===== src/rtl/bcd_divider.sv =====
// rtl/bcd_divider.sv - sequential BCD divider: operand check, restoring divide, double-dabble
// Optional macro BCD_DIV_FASTOUT_EN swaps the DD sequence for a combinational binary-to-BCD stage.
module bcd_divider (
    input  logic       clk,
    input  logic       reset,
    input  logic       start,
    input  logic [0:7] bcd_dividend,
    input  logic [0:3] bcd_divisor,
    output logic       busy,
    output logic       done,
    output logic [0:7] bcd_quotient,
    output logic [0:3] bcd_remainder,
    output logic [0:1] err,
    output logic       div_zero
);
    typedef enum logic [2:0] {IDLE, CHECK, DIV, DD, DONE} state_t;
    state_t state, state_next;

    logic [7:0] dvd_op;
    logic [3:0] dsr_op;
    logic [6:0] work;     // binary dividend; quotient bits shift in at the LSB
    logic [3:0] rem;
    logic [2:0] cnt;

    logic       dvd_bad, dsr_bad;
    logic [6:0] bin_dvd;
    logic [4:0] trial, diff;
    logic       fits;
    logic [3:0] div_rem;
    logic [6:0] div_work;

    assign dvd_bad  = (dvd_op[7:4] > 4'd9) || (dvd_op[3:0] > 4'd9);
    assign dsr_bad  = dsr_op > 4'd9;
    assign bin_dvd  = 7'(dvd_op[7:4]) * 7'd10 + 7'(dvd_op[3:0]);

    assign trial    = {rem, work[6]};
    assign fits     = trial >= {1'b0, dsr_op};
    assign diff     = trial - {1'b0, dsr_op};
    assign div_rem  = fits ? diff[3:0] : trial[3:0];
    assign div_work = {work[5:0], fits};

`ifdef BCD_DIV_FASTOUT_EN
    function automatic logic [7:0] to_bcd(input logic [6:0] bin);
        logic [14:0] sh;
        sh = {8'd0, bin};
        for (int i = 0; i < 7; i++) begin
            if (sh[10:7] >= 4'd5)  sh[10:7]  = sh[10:7] + 4'd3;
            if (sh[14:11] >= 4'd5) sh[14:11] = sh[14:11] + 4'd3;
            sh = sh << 1;
        end
        return sh[14:7];
    endfunction
`else
    logic [7:0] bcd_acc;
    logic [7:0] adj;
    logic [7:0] dd_acc;
    logic [6:0] dd_work;

    assign adj[3:0] = (bcd_acc[3:0] >= 4'd5) ? bcd_acc[3:0] + 4'd3 : bcd_acc[3:0];
    assign adj[7:4] = (bcd_acc[7:4] >= 4'd5) ? bcd_acc[7:4] + 4'd3 : bcd_acc[7:4];
    assign dd_acc   = {adj[6:0], work[6]};
    assign dd_work  = {work[5:0], 1'b0};
`endif

    always_comb begin
        state_next = state;
        case (state)
            IDLE:  if (start) state_next = CHECK;
            CHECK: begin
                if (dvd_bad || dsr_bad || dsr_op == 4'd0) state_next = DONE;
                else                                      state_next = DIV;
            end
`ifdef BCD_DIV_FASTOUT_EN
            DIV:   if (cnt == 3'd6) state_next = DONE;
`else
            DIV:   if (cnt == 3'd6) state_next = DD;
            DD:    if (cnt == 3'd6) state_next = DONE;
`endif
            DONE:  state_next = IDLE;
            default: state_next = IDLE;
        endcase
    end

    assign busy = (state == CHECK) || (state == DIV) || (state == DD);
    assign done = (state == DONE);

    always_ff @(posedge clk) begin
        if (reset) begin
            state         <= IDLE;
            dvd_op        <= 8'd0;
            dsr_op        <= 4'd0;
            work          <= 7'd0;
            rem           <= 4'd0;
            cnt           <= 3'd0;
            bcd_quotient  <= 8'd0;
            bcd_remainder <= 4'd0;
            err           <= 2'd0;
            div_zero      <= 1'b0;
`ifndef BCD_DIV_FASTOUT_EN
            bcd_acc       <= 8'd0;
`endif
        end else begin
            state <= state_next;
            case (state)
                IDLE: begin
                    if (start) begin
                        dvd_op <= bcd_dividend;
                        dsr_op <= bcd_divisor;
                    end
                end
                CHECK: begin
                    work <= bin_dvd;
                    rem  <= 4'd0;
                    cnt  <= 3'd0;
                    if (dvd_bad || dsr_bad) begin
                        bcd_quotient  <= {(dvd_bad ? 4'hF : 4'h0), (dsr_bad ? 4'hF : 4'h0)};
                        bcd_remainder <= 4'hF;
                        err           <= {dvd_bad, dsr_bad};
                        div_zero      <= 1'b0;
                    end else if (dsr_op == 4'd0) begin
                        bcd_quotient  <= 8'hEE;
                        bcd_remainder <= 4'hE;
                        err           <= 2'b00;
                        div_zero      <= 1'b1;
                    end
                end
                DIV: begin
                    work <= div_work;
                    rem  <= div_rem;
                    cnt  <= cnt + 3'd1;
                    if (cnt == 3'd6) begin
`ifdef BCD_DIV_FASTOUT_EN
                        bcd_quotient  <= to_bcd(div_work);
                        bcd_remainder <= div_rem;
                        err           <= 2'b00;
                        div_zero      <= 1'b0;
`else
                        cnt     <= 3'd0;
                        bcd_acc <= 8'd0;
`endif
                    end
                end
`ifndef BCD_DIV_FASTOUT_EN
                DD: begin
                    bcd_acc <= dd_acc;
                    work    <= dd_work;
                    cnt     <= cnt + 3'd1;
                    if (cnt == 3'd6) begin
                        bcd_quotient  <= dd_acc;
                        bcd_remainder <= rem;
                        err           <= 2'b00;
                        div_zero      <= 1'b0;
                    end
                end
`endif
                default: ;
            endcase
        end
    end
endmodule

===== config.mk =====
export PLATFORM = sky130hd
export DESIGN_NAME = bcd_divider
export DESIGN_NICKNAME = d
export VERILOG_FILES = /design/src/rtl/bcd_divider.sv
export SDC_FILE = /design/constraint.sdc
export NUM_CORES = 1
export LEC_CHECK = 0
export CAP_MARGIN = 10
export CORE_MARGIN = 5
export CORE_UTILIZATION = 24
export DETAILED_ROUTE_END_ITERATION = 10
export GPL_TIMING_DRIVEN = 1
export PLACE_DENSITY = 0.4
export SYNTH_ARGS = -nofsm -noshare
export SYNTH_HDL_FRONTEND = slang
export SYNTH_SLANG_ARGS = --single-unit

===== constraint.sdc =====
create_clock -name clk -period 2.1 [get_ports clk]
set_input_delay 0.315 -clock clk [delete_from_list [all_inputs] [get_ports clk]]
set_output_delay 0.315 -clock clk [all_outputs]
set_load 0.02 [all_outputs]

After elaboration in Yosys (flattened, before gate mapping)
Index checks and enable logic that the tools add are counted.
Storage, ports and cells
  flip-flop bits (word level): 52
  bits of input ports: 15
  output and inout bits: 17
  logic and storage cells: 79
Cells by class
  $add $sub $neg: 5
  multipliers: 1
  $lt $le $gt $ge: 6
  equal/unequal tests: 9
  muxes and demuxes: 32
  reduce and logical (&&, ||, !) cells: 15
Operators with widths (number)
  two-way mux 8 bit: 4
  case mux 8 bit (2 select lines): 2
  two-way mux 4 bit: 7
  case mux 7 bit (3 select lines): 1
  two-way mux 3 bit: 6
  case mux 4 bit (2 select lines): 2
  > comparator 4 bit (second input constant): 3
  case mux 3 bit (4 select lines): 1
  case mux 3 bit (3 select lines): 1
  greater-or-equal comparator 4 x 3 -> 1 bit (second input constant): 2
  adder 7 x 4 -> 7 bit: 1
  equality test 3 x 2 -> 1 bit (second input constant): 2
  equality test 3 bit (second input constant): 2
  multiplier 4 x 3 -> 6 bit (second input constant): 1
  two-way mux 2 bit: 3
  != test 2 bit (second input constant): 3
  AND reduction 3 bit: 2
  nonzero test 2 bit: 3
  greater-or-equal comparator 5 x 4 -> 1 bit: 1
  logical OR 1 bit: 5
  adder 4 x 2 -> 4 bit (second input constant): 1
  zero test 4 bit: 1
  case mux 2 bit (2 select lines): 1
  AND reduction 2 bit: 2
  other kinds (9): 11

Logic depth before layout (Yosys ltp)
Gate-level depths: netlist (run 1).
  word-level depth: 6
  gate-level depth with buffers: 8
  gate-level depth less buffers: 8

Worst setup path after synthesis (run 1)
No wires, ideal clock.
  path kind: flip-flop to flip-flop
  from: register dvd_op[5]
  to: register work[6]
  library setup time: 0.132 ns
  arrival time: 1.871 ns
  data required time: 1.968 ns
  slack: 0.097 ns
  cell stages (with the launch flop): 9
  path buffers: 0
  period minus slack after synthesis: 2.003 ns
  cells stage by stage: dfxtp_1 -> ha_1 -> ha_1 -> fa_1 -> o211a_1 -> o21ai_0 -> xnor2_1 -> o221ai_1 -> a21oi_1
Between the ends
  word-level cells in the longest chain between the ends: 3
Ends and longest elaborated chain
  start: declaration: line 19  | logic [7:0] dvd_op;
  start signal: assignment: line 107  | dvd_op <= bcd_dividend;
  multiplier 4 x 3 -> 6 bit: line 34  | assign bin_dvd = 7'(dvd_op[7:4]) * 7'd10 + 7'(dvd_op[3:0]);
  adder 7 x 4 -> 7 bit: line 34
  case mux 7 bit (3 select lines): line 104  | case (state)
  end signal: assignment: line 112  | work <= bin_dvd;
  end signal: assignment: line 128  | work <= div_work;
  end signal: assignment: line 146  | work <= dd_work;
  end: declaration: line 21  | logic [6:0] work;
No other way between the ends.
A chain may end at the register's enable or synchronous reset.

Worst setup path after layout (run 1)
Same ends and word-level chain as after synthesis.

==> results of run 1 <==
synth_stat cells (all sizes together) (3+ instances only):
cell,instances,area share
and2,3,0.0068
nand2b,4,0.0091
nor2,39,0.060
nor2b,4,0.0091
nand3,6,0.011
inv,16,0.022
nand2,40,0.055
a22oi,5,0.014
nor3,20,0.049
a21oi,33,0.060
a21o,3,0.0082
nand4,3,0.0068
fa,3,0.022
xor2,3,0.0096
dfxtp,52,0.38
xnor2,7,0.022
buf,5,0.015
a22o,3,0.0096
o21ai,15,0.027
clkbuf,9,0.012
a211oi,8,0.024
a2111oi,3,0.0096
ha,16,0.073
layer usage:
metal / vias to the layer above / share of wire / GRT usage
li1: 1246 / - / -
met1: 1066 / 0.51 / 0.152
met2: 39 / 0.44 / 0.173
met3: 7 / 0.042 / 0.0247
met4: 0 / 0.010 / 0.0252
met5: - / 0 / 0
sequential cells by signal (all words and copies together) (netlist names), 2 cells and up:
signal / flops
state: 3
rem: 4
err: 2
cnt: 3
dsr_op: 4
bcd_acc: 8
bcd_remainder: 4
bcd_quotient: 8
dvd_op: 8
work: 7
layout make-up:
type	instances	area, um^2	area share
multi-input cells	246	1570	0.451
inverters	16	60.1	0.0173
clock inverters	1	7.51	0.00216
well taps	143	179	0.0514
repair buffers	54	479	0.138
clock buffers	7	143	0.0410
flip-flops and latches	52	1040	0.299
worst paths after layout:
kind                                           endpoint  slack, ps  cells after the start
worst max-delay path               work[6]$_SDFFE_PP0P_        110                      8
worst min-delay path            bcd_acc[2]$_SDFFE_PP0P_        390                      2
worst max register to register     work[6]$_SDFFE_PP0P_        110                      8
worst min register to register   dvd_op[0]$_SDFFE_PP0P_        470                      2
through the flow:
step            util  worst slack, ps  TNS, ps  power [mW]  hold WS, ps
2_1_floorplan      -             96.8        0        1.67          437
5_1_grt        0.307            -21.8    -21.8        2.94          434
6_report       0.307              107        0        2.75          388
4_1_cts        0.307             25.3        0        2.80          396
3_3_place_gp   0.294             92.4        0        1.94          453
3_5_place_dp   0.294             66.4        0        1.95          461
what timing repair did:
action,in CTS,in global routing
endpoints found under the setup margin,1,2
pin swaps,0,1
gates resized for setup,1,2
power breakdown:
part | total (mW) | switching, mW | internal (mW)
sequential | 1.16 | 0.0753 | 1.08
clock | 0.840 | 0.365 | 0.476
combinational | 0.748 | 0.406 | 0.342
worst register-to-register path, stage by stage (launching register included):
cell and delay, ps:
dfxtp_1 320, ha_1 290, ha_1 210, fa_1 500, o211a_1 140, o21ai_1 70, xnor2_1 120, o221ai_1 140
a21oi_1 80
layout by cell type (no fill, tap or decap), drive strengths merged, types with 2 or more instances in the layout:
cell / netlist / routed
nand3: 6 / 6
nand2: 40 / 40
a22o: 3 / 3
buf: 5 / 24
a211oi: 8 / 8
o221ai: 2 / 2
mux2i: 2 / 2
and3: 2 / 2
o21ai: 15 / 15
a2111oi: 3 / 3
or2: 2 / 2
and2: 3 / 3
a21o: 3 / 3
a21oi: 33 / 33
nand2b: 4 / 4
clkbuf: 9 / 7
o211ai: 2 / 2
inv: 16 / 16
o31ai: 2 / 2
o21a: 2 / 2
xnor2: 7 / 7
fa: 3 / 3
nor3: 20 / 20
clkdlybuf4s50: 0 / 28
ha: 16 / 16
dfxtp: 52 / 52
nand4: 3 / 3
o22ai: 2 / 2
nor2b: 4 / 4
xor2: 3 / 3
nor2: 39 / 39
a22oi: 5 / 5
cells by family after synthesis:
| kind of cell | Yosys count | share of synthesized area |
|---|---|---|
| buffers and inverters | 30 | 0.0488 |
| flip-flops | 52 | 0.379 |
| AND/OR/NAND/NOR | 128 | 0.232 |
| AO/OA/AOI/OAI | 86 | 0.201 |
| multiplexers | 3 | 0.0114 |
| adder cells (fa/ha/maj) | 19 | 0.0948 |
| XOR/XNOR | 10 | 0.0319 |
==> results.yml, run 1 <==
setup_path:
  required_ps: 2270
  critPathSlowestCell: "fa_1"
  cpPeakStageDelay_ps: 500
  critPathBufInv: 0
  reg2reg_from: "dvd_op[5]$_SDFFE_PP0P_"
  cp_cell_sequence: "ha_1 > ha_1 > fa_1 > o211a_1 > o21ai_1 > xnor2_1 > o221ai_1 > a21oi_1"
  startpoint_type: "flop"
  crit_start: "dvd_op[5]$_SDFFE_PP0P_"
  cp_top_family: "adder cells"
  critical_path_class: "flop to flop"
  endpoint_kind: "flop"
  path_common_cell: "ha_1"
  cp_max_fo: 2
  arrival_ps: 2170
detailed_routing:
  wire_per_inst_um: 13.5
  via_per_inst: 4.54
  postRouteAntennaNets: 0
  vias: 2358
  drt_iter0_drc: 98
  drt_drc_violations_left: 0
  dr.pass1.iters: 4
  routed_wl_um: 7020
clocking:
  h-tree-depth: 2
  cts_hold_buf: 0
  cts_tree: "done"
  clk_pin_slew_ps: 70
  cts_made_buffers: 5
  insertion_delay_ps: 290
  cts_root_buffer: "clkbuf_16"
  cts_buffer_depth: 2
  cts_setup_buffers: 0
  clock-sinks: 52
sta:
  slew_headroom: 0.683
  min_period_ps: 1990
  slew_viol_final: 0
  finalHoldViolCount: 0
  worst_pin_slew_ps: 474
  period_share: 0.949
  rsz0062_at_grt: "true"
  finClkSkew_ps: 8.31
  max_freq_mhz: 502
  setup_viol: 0
global_routing:
  grt_max_degree: 24
  grt_pass1_vias: 2336
  grt_pass1_wl_um: 11800
  overflow: 0
  antenna_found_initial: 0
  track_usage: 0.109
floorplan:
  fp.dieW_um: 117
  core_region_area_um2: 11300
  row_count: 39
  fp.dieH_um: 117
  start_util: 0.242
  die_area_um2: 13700
  num_io_pins: 32
synthesis:
  synth_cell_types: 49
  ys.flop_type: "dfxtp_1"
  synth_seq_area_share: 0.379
  ys_warn_count: 0
  postSynthAreaPerCell_um2: 8.37
  synth_edf_count: 0
  netlist_instances: 328
  synthArstFlopShare: 0
  netlist_area_um2: 2750
  synth_fp_nets: 362
  ys_ff_latch: 52
placed_design:
  dp_hpwl_um: 5380
  io_buffer_count: 31
  place_inst: 511
  gp_congestion: 0.718
  placed_cell_area_um2: 3330
pwr:
  p_leak_nw: 1.33
  worst_ir_drop_vdd_v: 0.000282
  powerDensity_nw_per_um2: 790
run_status:
  status: "finished, final reports clean"
finish:
  diodes: 0
  final_cells: 519
  drive_gt1_frac: 0.138
  fillers: 1230
  final_nets: 409
  area_growth_pct: 26.8
  design_area_um2: 3480
worst_hold_path:
  hold_class: "primary input to flop"
  holdCritStartpoint: "reset"
flow_run:
  cap_violations: 0
(Power assumes the default switching activity.)
==> run 2, diff against run 1 <==
Settings changed: SLEW_MARGIN set to 15.
==> results of run 2 <==
Final layout, timing and power as in run 1 (identical DEF).
==> run 3, diff against run 2 <==
Settings changed: GPL_ROUTABILITY_DRIVEN set to 0, SETUP_SLACK_MARGIN set to 0.3.
==> run 3 against run 2 <==
  * Setup slack gained 64 ps
  * Utilization is 0.87 points higher
  * Combinational power is 9.0% higher
  * Clock power decreased by 4.8%
  * Sequential share of layout area down 0.27 points
  * Global-route usage rose by 0.15 points
  * Sequential power about the same
  * Count of clock-buffer cells in the layout is 1 lower
  * Cell count unchanged
  * Die area unchanged
  * Cell area rose by 2.8%
  * Highest routed layer unchanged
  * Worst hold slack gained 25 ps
  * Largest power group unchanged
==> results.yml, run 3 (synthesis results as in run 1) <==
run_status:
  status: "finished, final reports clean"
detailed_routing:
  dr.pass1.iters: 4
  postRouteAntennaNets: 0
  vias: 2405
  drt_iter0_drc: 75
  via_per_inst: 4.63
  drt_drc_violations_left: 0
  routed_wl_um: 7220
  wire_per_inst_um: 13.9
floorplan:
  core_region_area_um2: 11300
  fp.dieW_um: 117
  num_io_pins: 32
  fp.dieH_um: 117
  start_util: 0.242
  row_count: 39
  die_area_um2: 13700
clocking:
  clock-sinks: 52
  cts_tree: "done"
  h-tree-depth: 2
  cts_root_buffer: "clkbuf_16"
  clk_pin_slew_ps: 70
  insertion_delay_ps: 290
  cts_hold_buf: 0
  cts_made_buffers: 5
  cts_buffer_depth: 2
setup_path:
  r2r_slack_ps: 170
  critical_path_class: "flop to flop"
  cpPeakStageDelay_ps: 500
  cp_max_fo: 2
  cp_cell_sequence: "ha_4 > ha_4 > fa_1 > o211a_1 > o21ai_1 > xnor2_1 > o221ai_1 > a21oi_1"
  required_ps: 2270
  critPathSlowestCell: "fa_1"
  path_common_cell: "ha_4"
  endpoint_kind: "flop"
  arrival_ps: 2100
  startpoint_type: "flop"
worst_hold_path:
  hold_class: "primary input to flop"
sta:
  slew_headroom: 0.689
  min_period_ps: 1930
  worst_pin_slew_ps: 465
  setup_viol: 0
  period_share: 0.919
  fin_setup_tns_ps: 0
  hold_slack_ps: 413
  finalHoldViolCount: 0
  finClkSkew_ps: 4.89
  slew_viol_final: 0
  rsz0062_at_grt: "true"
  max_freq_mhz: 518
placed_design:
  dp_hpwl_um: 5310
  io_buffer_count: 31
pwr:
  swShare: 0.313
  p_sw_mw: 0.868
  p_leak_nw: 1.33
  seq_power_share: 0.419
  powerDensity_nw_per_um2: 776
  worst_ir_drop_vdd_v: 0.000328
  power_frac_comb: 0.293
  p_clk_frac: 0.288
  power.internal_mw: 1.91
flow_run:
  cap_violations: 0
finish:
  layout_common_cells: "dfxtp_1, nand2_1, a21oi_1, nor2_1, clkdlybuf4s50_1"
  drive_gt1_frac: 0.205
  area_growth_pct: 30.4
  reg_top3: "bcd_acc x8, bcd_quotient x8, dvd_op x8"
  diodes: 0
  layout.cells.most_common: "dfxtp_1"
  final_nets: 410
global_routing:
  track_usage: 0.111
  overflow: 0
  grt_pass1_vias: 2406
  grt_pass1_wl_um: 11900
  grt_max_degree: 27
  antenna_found_initial: 0
## run 3: power by group through the flow
stage	combinational (mW)	clock [mW]	sequential (mW)
after floorplan	0.473	0	1.21
after global placement	0.751	0	1.19
after detailed placement	0.750	0	1.19
after CTS	0.788	0.835	1.16
after global routing	0.910	0.872	1.18
final	0.815	0.800	1.16
## run 3: path summary, 6_finish.rpt
check,start,to,cells after the start
worst max-delay path,dvd_op[7]$_SDFFE_PP0P_,work[6]$_SDFFE_PP0P_,8
worst min-delay path,reset,rem[3]$_SDFFE_PP0P_,4
worst max register to register,dvd_op[7]$_SDFFE_PP0P_,work[6]$_SDFFE_PP0P_,8
worst min register to register,bcd_remainder[3]$_SDFFE_PP0P_,bcd_remainder[3]$_SDFFE_PP0P_,2
## run 3: layer usage
metal / share of wire / track usage / up-vias
met5: 0 / 0 / -
li1: - / - / 1249
met1: 0.47 / 0.144 / 1122
met4: 0.0064 / 0.0252 / 0
met3: 0.032 / 0.0257 / 5
met2: 0.49 / 0.187 / 29
## run 3: through the flow
step	cells	util	total power, mW	worst slack [ps]	area (um^2)
detailed placement	504	0.291	1.94	106	3300
CTS	516	0.310	2.78	157	3510
global placement	504	0.291	1.94	127	3300
floorplan	328	-	1.68	191	2770
finish	519	0.316	2.78	171	3580
global route	519	0.316	2.96	104	3580
## run 3: layout make-up
class	instances	area, um^2
flip-flops and latches	52	1060
well taps	143	179
multi-input cells	246	1660
clock inverters	1	5.00
inverters	16	60.1
repair buffers	55	488
fillers	1225	7740
clock buffers	6	129
## run 3: repair_timing
action / 4_1_cts / 5_1_grt
gates resized for setup: 14 / 18
pin swaps: 7 / 5
setup endpoints to repair: 8 / 19
buffers inserted: 5 / 3
## run 3: worst max-delay path, delay by kind of cell, from the launching register on
family,cells,cell delay [ps]
AO/OA/AOI/OAI,4,440
flip-flops,1,350
adder cells (fa/ha/maj),3,890
XOR/XNOR,1,130
==> RTL change 1: new RTL, config.mk and constraints of run 3 <==
Re-encode `state_t` (5 states) as one-hot, 5 bits wide.
--- a/src/rtl/bcd_divider.sv
+++ b/src/rtl/bcd_divider.sv
@@ -13,7 +13,7 @@
     output logic [0:1] err,
     output logic       div_zero
 );
-    typedef enum logic [2:0] {IDLE, CHECK, DIV, DD, DONE} state_t;
+    typedef enum logic [4:0] {IDLE = 5'b00001, CHECK = 5'b00010, DIV = 5'b00100, DD = 5'b01000, DONE = 5'b10000} state_t;
     state_t state, state_next;
 
     logic [7:0] dvd_op;
Function: same outputs for any inputs over 10 cycles, from zero or initial values and one cycle with reset high; not proved beyond that.
==> RTL change 1 against run 3 <==
Setup slack improved by 0.080 ns; maximum frequency rose by 4.3%; routed wire length shrank 3.6%; cell area grew 0.94%; sequential cell count rose by 2; area after synthesis stayed put; largest cell class unchanged.
Power is not compared: it rests on default switching activity, and its combinational part moved more than twofold at a synthesized area within 25%.
==> RTL change 1: results (changes against run 3) <==
worst setup path startpoint dvd_op[5]$_SDFFE_PP0P_; clk_skew 0.005634 ns (+0.0007432 ns); seq_cells 54 (+3.8%); Iter 0 DRT Violations 62 (-17%); DR WL/cell 13.65 um (-1.9%); vias post-DR 2334 (-3.0%); vias per cell 4.576 (-1.2%); max incr delay on CP 0.49 ns; syn_nets 355 (-1.9%); reg-to-reg slack, setup 0.25 ns (+0.08 ns); DRT Pass-1 Iters 4 (unchanged); Detail Route met2 WL 3236 um (-8.1%); Worst-Margin Slew 0.5024 ns (+0.03692 ns); storage element area 1102 um^2 (+3.9%); bufs w/o clock 53 (-3.6%); cell depth of the worst flop-to-flop path 7 (-1); GRT met2 Usage 17.14% (-1.6 points); xor/xnor share of the synthesized area 3.829% (+0.64 points); multiplexer share of the synthesized area 6.199% (+5.1 points); Overall Global Routing Usage 10.54% (-0.53 points); Post-Place Setup Slack 0.1155 ns (+0.009080 ns); metal3 WL 257 um (+12%); Worst Hold Path Cells 2 (-2); Top delay family on crit path adder cells; first-pass GRT wire length 11480 um (-3.7%); comb_multi_in 237 (-3.7%); total power 2.210 mW; post-synthesis sequential area ratio 39.38% (+1.5 points); share of synthesized cell area in full adder, half adder and majority cells 9.480% (unchanged); share of post-route cells with drive strength above 1 17.44% (-3.0 points); multi-input logic area 1664 um^2 (+0.45%); Area contributors post-synth dfxtp_1 39%, nor2_1 8.5%, ha_1 7.3%, mux2i_1 6.2%, a21oi_1 3.6%; post-synthesis cell count 321 (-2.1%); clock-cell share of area 4.053% (+0.31 points); status finished, final reports clean; Worst EP arrival 2.04 ns (-0.06 ns); Netlist cell types 44 (-10%); port bufs 31 (unchanged); Filler cells 1259 (+2.8%); nets 400 (-2.4%); diodes inserted 0 (unchanged); compound-cell area share of the yosys netlist 16.64% (-3.5 points); Non-clock buffering overhead 12.85% (-0.79 points); Inverters 15 (-1); synth cell count leaders 62 x nor2_1, 54 x dfxtp_1, 20 x a21oi_1; wl on met1 3442 um (+0.56%); dpl cell area 3322 um^2 (+0.76%); met3 Usage GRT 2.057% (-0.51 points)
[RTL change 1: cell types whose count changed after synthesis, sizes merged, moves of 3 or more]
cell	run 3	this run
a21oi	33	21
nor2	39	62
nand2	40	14
nor4	0	3
mux2i	2	17
nor3	20	14
xor2	3	6
[RTL change 1: worst min path at each step]
stage / start / endpoint / slack (ns)
after floorplan: dvd_op[0]$_SDFFE_PP0P_ / dvd_op[0]$_SDFFE_PP0P_ / 0.46
after global placement: div_zero$_SDFFE_PP0P_ / div_zero$_SDFFE_PP0P_ / 0.45
after detailed placement: div_zero$_SDFFE_PP0P_ / div_zero$_SDFFE_PP0P_ / 0.46
after CTS: reset / err[1]$_SDFFE_PP0P_ / 0.46
after global routing: reset / err[1]$_SDFFE_PP0P_ / 0.48
final: reset / bcd_acc[0]$_SDFFE_PP0P_ / 0.46
[RTL change 1: repair_timing]
item,CTS,global route
buffers inserted,5,0
pin swaps,10,2
gates resized for setup,14,22
setup endpoints to repair,9,19
==> RTL change 2: new RTL, config.mk and constraints of run 3 <==
Made on the original files. The option `BCD_DIV_FASTOUT_EN` is turned on by a define.
--- a/src/rtl/bcd_divider.sv
+++ b/src/rtl/bcd_divider.sv
@@ -1,5 +1,7 @@
 // rtl/bcd_divider.sv - sequential BCD divider: operand check, restoring divide, double-dabble
 // Optional macro BCD_DIV_FASTOUT_EN swaps the DD sequence for a combinational binary-to-BCD stage.
+`define BCD_DIV_FASTOUT_EN
+
 module bcd_divider (
     input  logic       clk,
     input  logic       reset,
Check against the original RTL: not equivalent (Yosys sat finds a counterexample within 10 cycles, from zero or initial values and one cycle with reset high).
==> RTL change 2 against run 3 <==
Setup slack worse by 1.7 ns; routed wire length is 14% higher; synthesized cell count is 5.2% higher; largest cell class unchanged; area after synthesis is 1.4% higher; the flow now finishes with violations (setup timing); worst hold slack better by 0.055 ns; sequential cell count is 8 lower; maximum frequency is 46% lower; cell area is 24% higher; count of clock-buffer cells in the layout stayed put; global-route usage is 1.0 points higher; sequential share of layout area is 9.1 points lower; total power is 2.2% lower.
==> RTL change 2: results (changes against run 3) <==
status complete, but fails checks; failing checks setup timing; vias post-DR 2767 (+15%); hold worst-path end err[0]$_SDFFE_PP0P_; Worst Min Path Start err[0]$_SDFFE_PP0P_; maximum VDD drop 288.7 uV (-12%); share of post-route cells with drive strength above 1 40.04% (+20 points); dpl cell area 3826 um^2 (+16%); CTS H-Tree Depth 2 (unchanged); placed cells 561 (+11%); Seq area share 20.53% (-9.1 points); Worst-Margin Slew 0.5200 ns (+0.05453 ns); Reg power frac 35.1% (-6.8 points); share of synthesized cell area in full adder, half adder and majority cells 12.04% (+2.6 points); largest registers bcd_quotient (8), dvd_op (8), work (7); compound-cell area share of the yosys netlist 21.84% (+1.7 points); Iter 0 DRT Violations 87 (+16%); Post-DP HPWL 6278 um (+18%); Worst EP arrival 3.80 ns (+1.70 ns); comb_multi_in 266 (+8.1%); final setup margin -1.492 ns (-1.663 ns); clk_skew 0.004988 ns (+0.00009676 ns); Switching Share 31.74% (+0.49 points); worst setup path startpoint work[3]$_SDFFE_PP0P_; Area contributors post-synth dfxtp_1 32%, ha_1 9.9%, a21oi_1 7.2%, nand2_1 6.5%, nor2_1 5.0%; synth cell count leaders 48 x nand2_1, 44 x dfxtp_1, 40 x a21oi_1; Post-CTS Resized 41 (+27); Overall Global Routing Usage 12.09% (+1.0 points); first-pass GRT wire length 14030 um (+18%); Non-clock buffering overhead 21.97% (+8.3 points); syn_nets 385 (+6.4%); Routed WL 8212 um (+14%); cell depth of the worst flop-to-flop path 20 (+12); vias in the first global route 2923 (+21%); largest net degree at the start of global routing 29 (+7.4%); bufs w/o clock 115 (+110%); crit path max fanout 5 (+3); yosys warns 0 (unchanged); post-synthesis cell count 345 (+5.2%); Min-Delay Path Class flip-flop to flip-flop; # Post-CTS Setup Buffers 19 (+14); clock-cell share of area 3.150% (-0.59 points); worst hold slack 0.4677 ns (+0.05502 ns); DR WL/cell 13.80 um (-0.79%); Worst Hold Path Cells 2 (-2); Inverters 19 (+3); nets 491 (+20%); xor/xnor share of the synthesized area 3.101% (-0.089 points); clock network power 0.774 mW (-3.3%); fin area 4448 um^2 (+24%); setup tns final -9.784 ns (-9.784 ns); FF+latch count, synth 44 (-15%); final number of setup-violating endpoints 7 (+7); Avg Cell Area, Syn 8.069 um^2 (-3.6%); multiplexer share of the synthesized area 5.798% (+4.7 points); total power 2.715 mW (-2.2%)
-- RTL change 2: per-layer routing --
| metal | share of wire (%) | global-route usage (%) | vias up |
|---|---|---|---|
| met5 | 0 | 0 | - |
| met4 | 1.3 | 3.011 | 0 |
| met3 | 2.4 | 2.307 | 9 |
| met2 | 48 | 20.19 | 37 |
| met1 | 49 | 16.03 | 1279 |
| li1 | - | - | 1442 |
-- RTL change 2: critical path, cell delays in order (launching register included) --
cell and delay, ns:
dfxtp_4 0.36, inv_4 0.06, ha_4 0.12, inv_2 0.04
ha_4 0.15, a21oi_4 0.14, xnor2_2 0.15, ha_2 0.24
nand2b_4 0.08, a21oi_4 0.14, o21ai_2 0.09, xnor2_2 0.16
buf_4 0.15, ha_4 0.16, nand2b_4 0.14, nand2_2 0.07
o32ai_2 0.06, a311o_2 0.45, mux2i_4 0.22, or3_1 0.37
a31oi_1 0.16
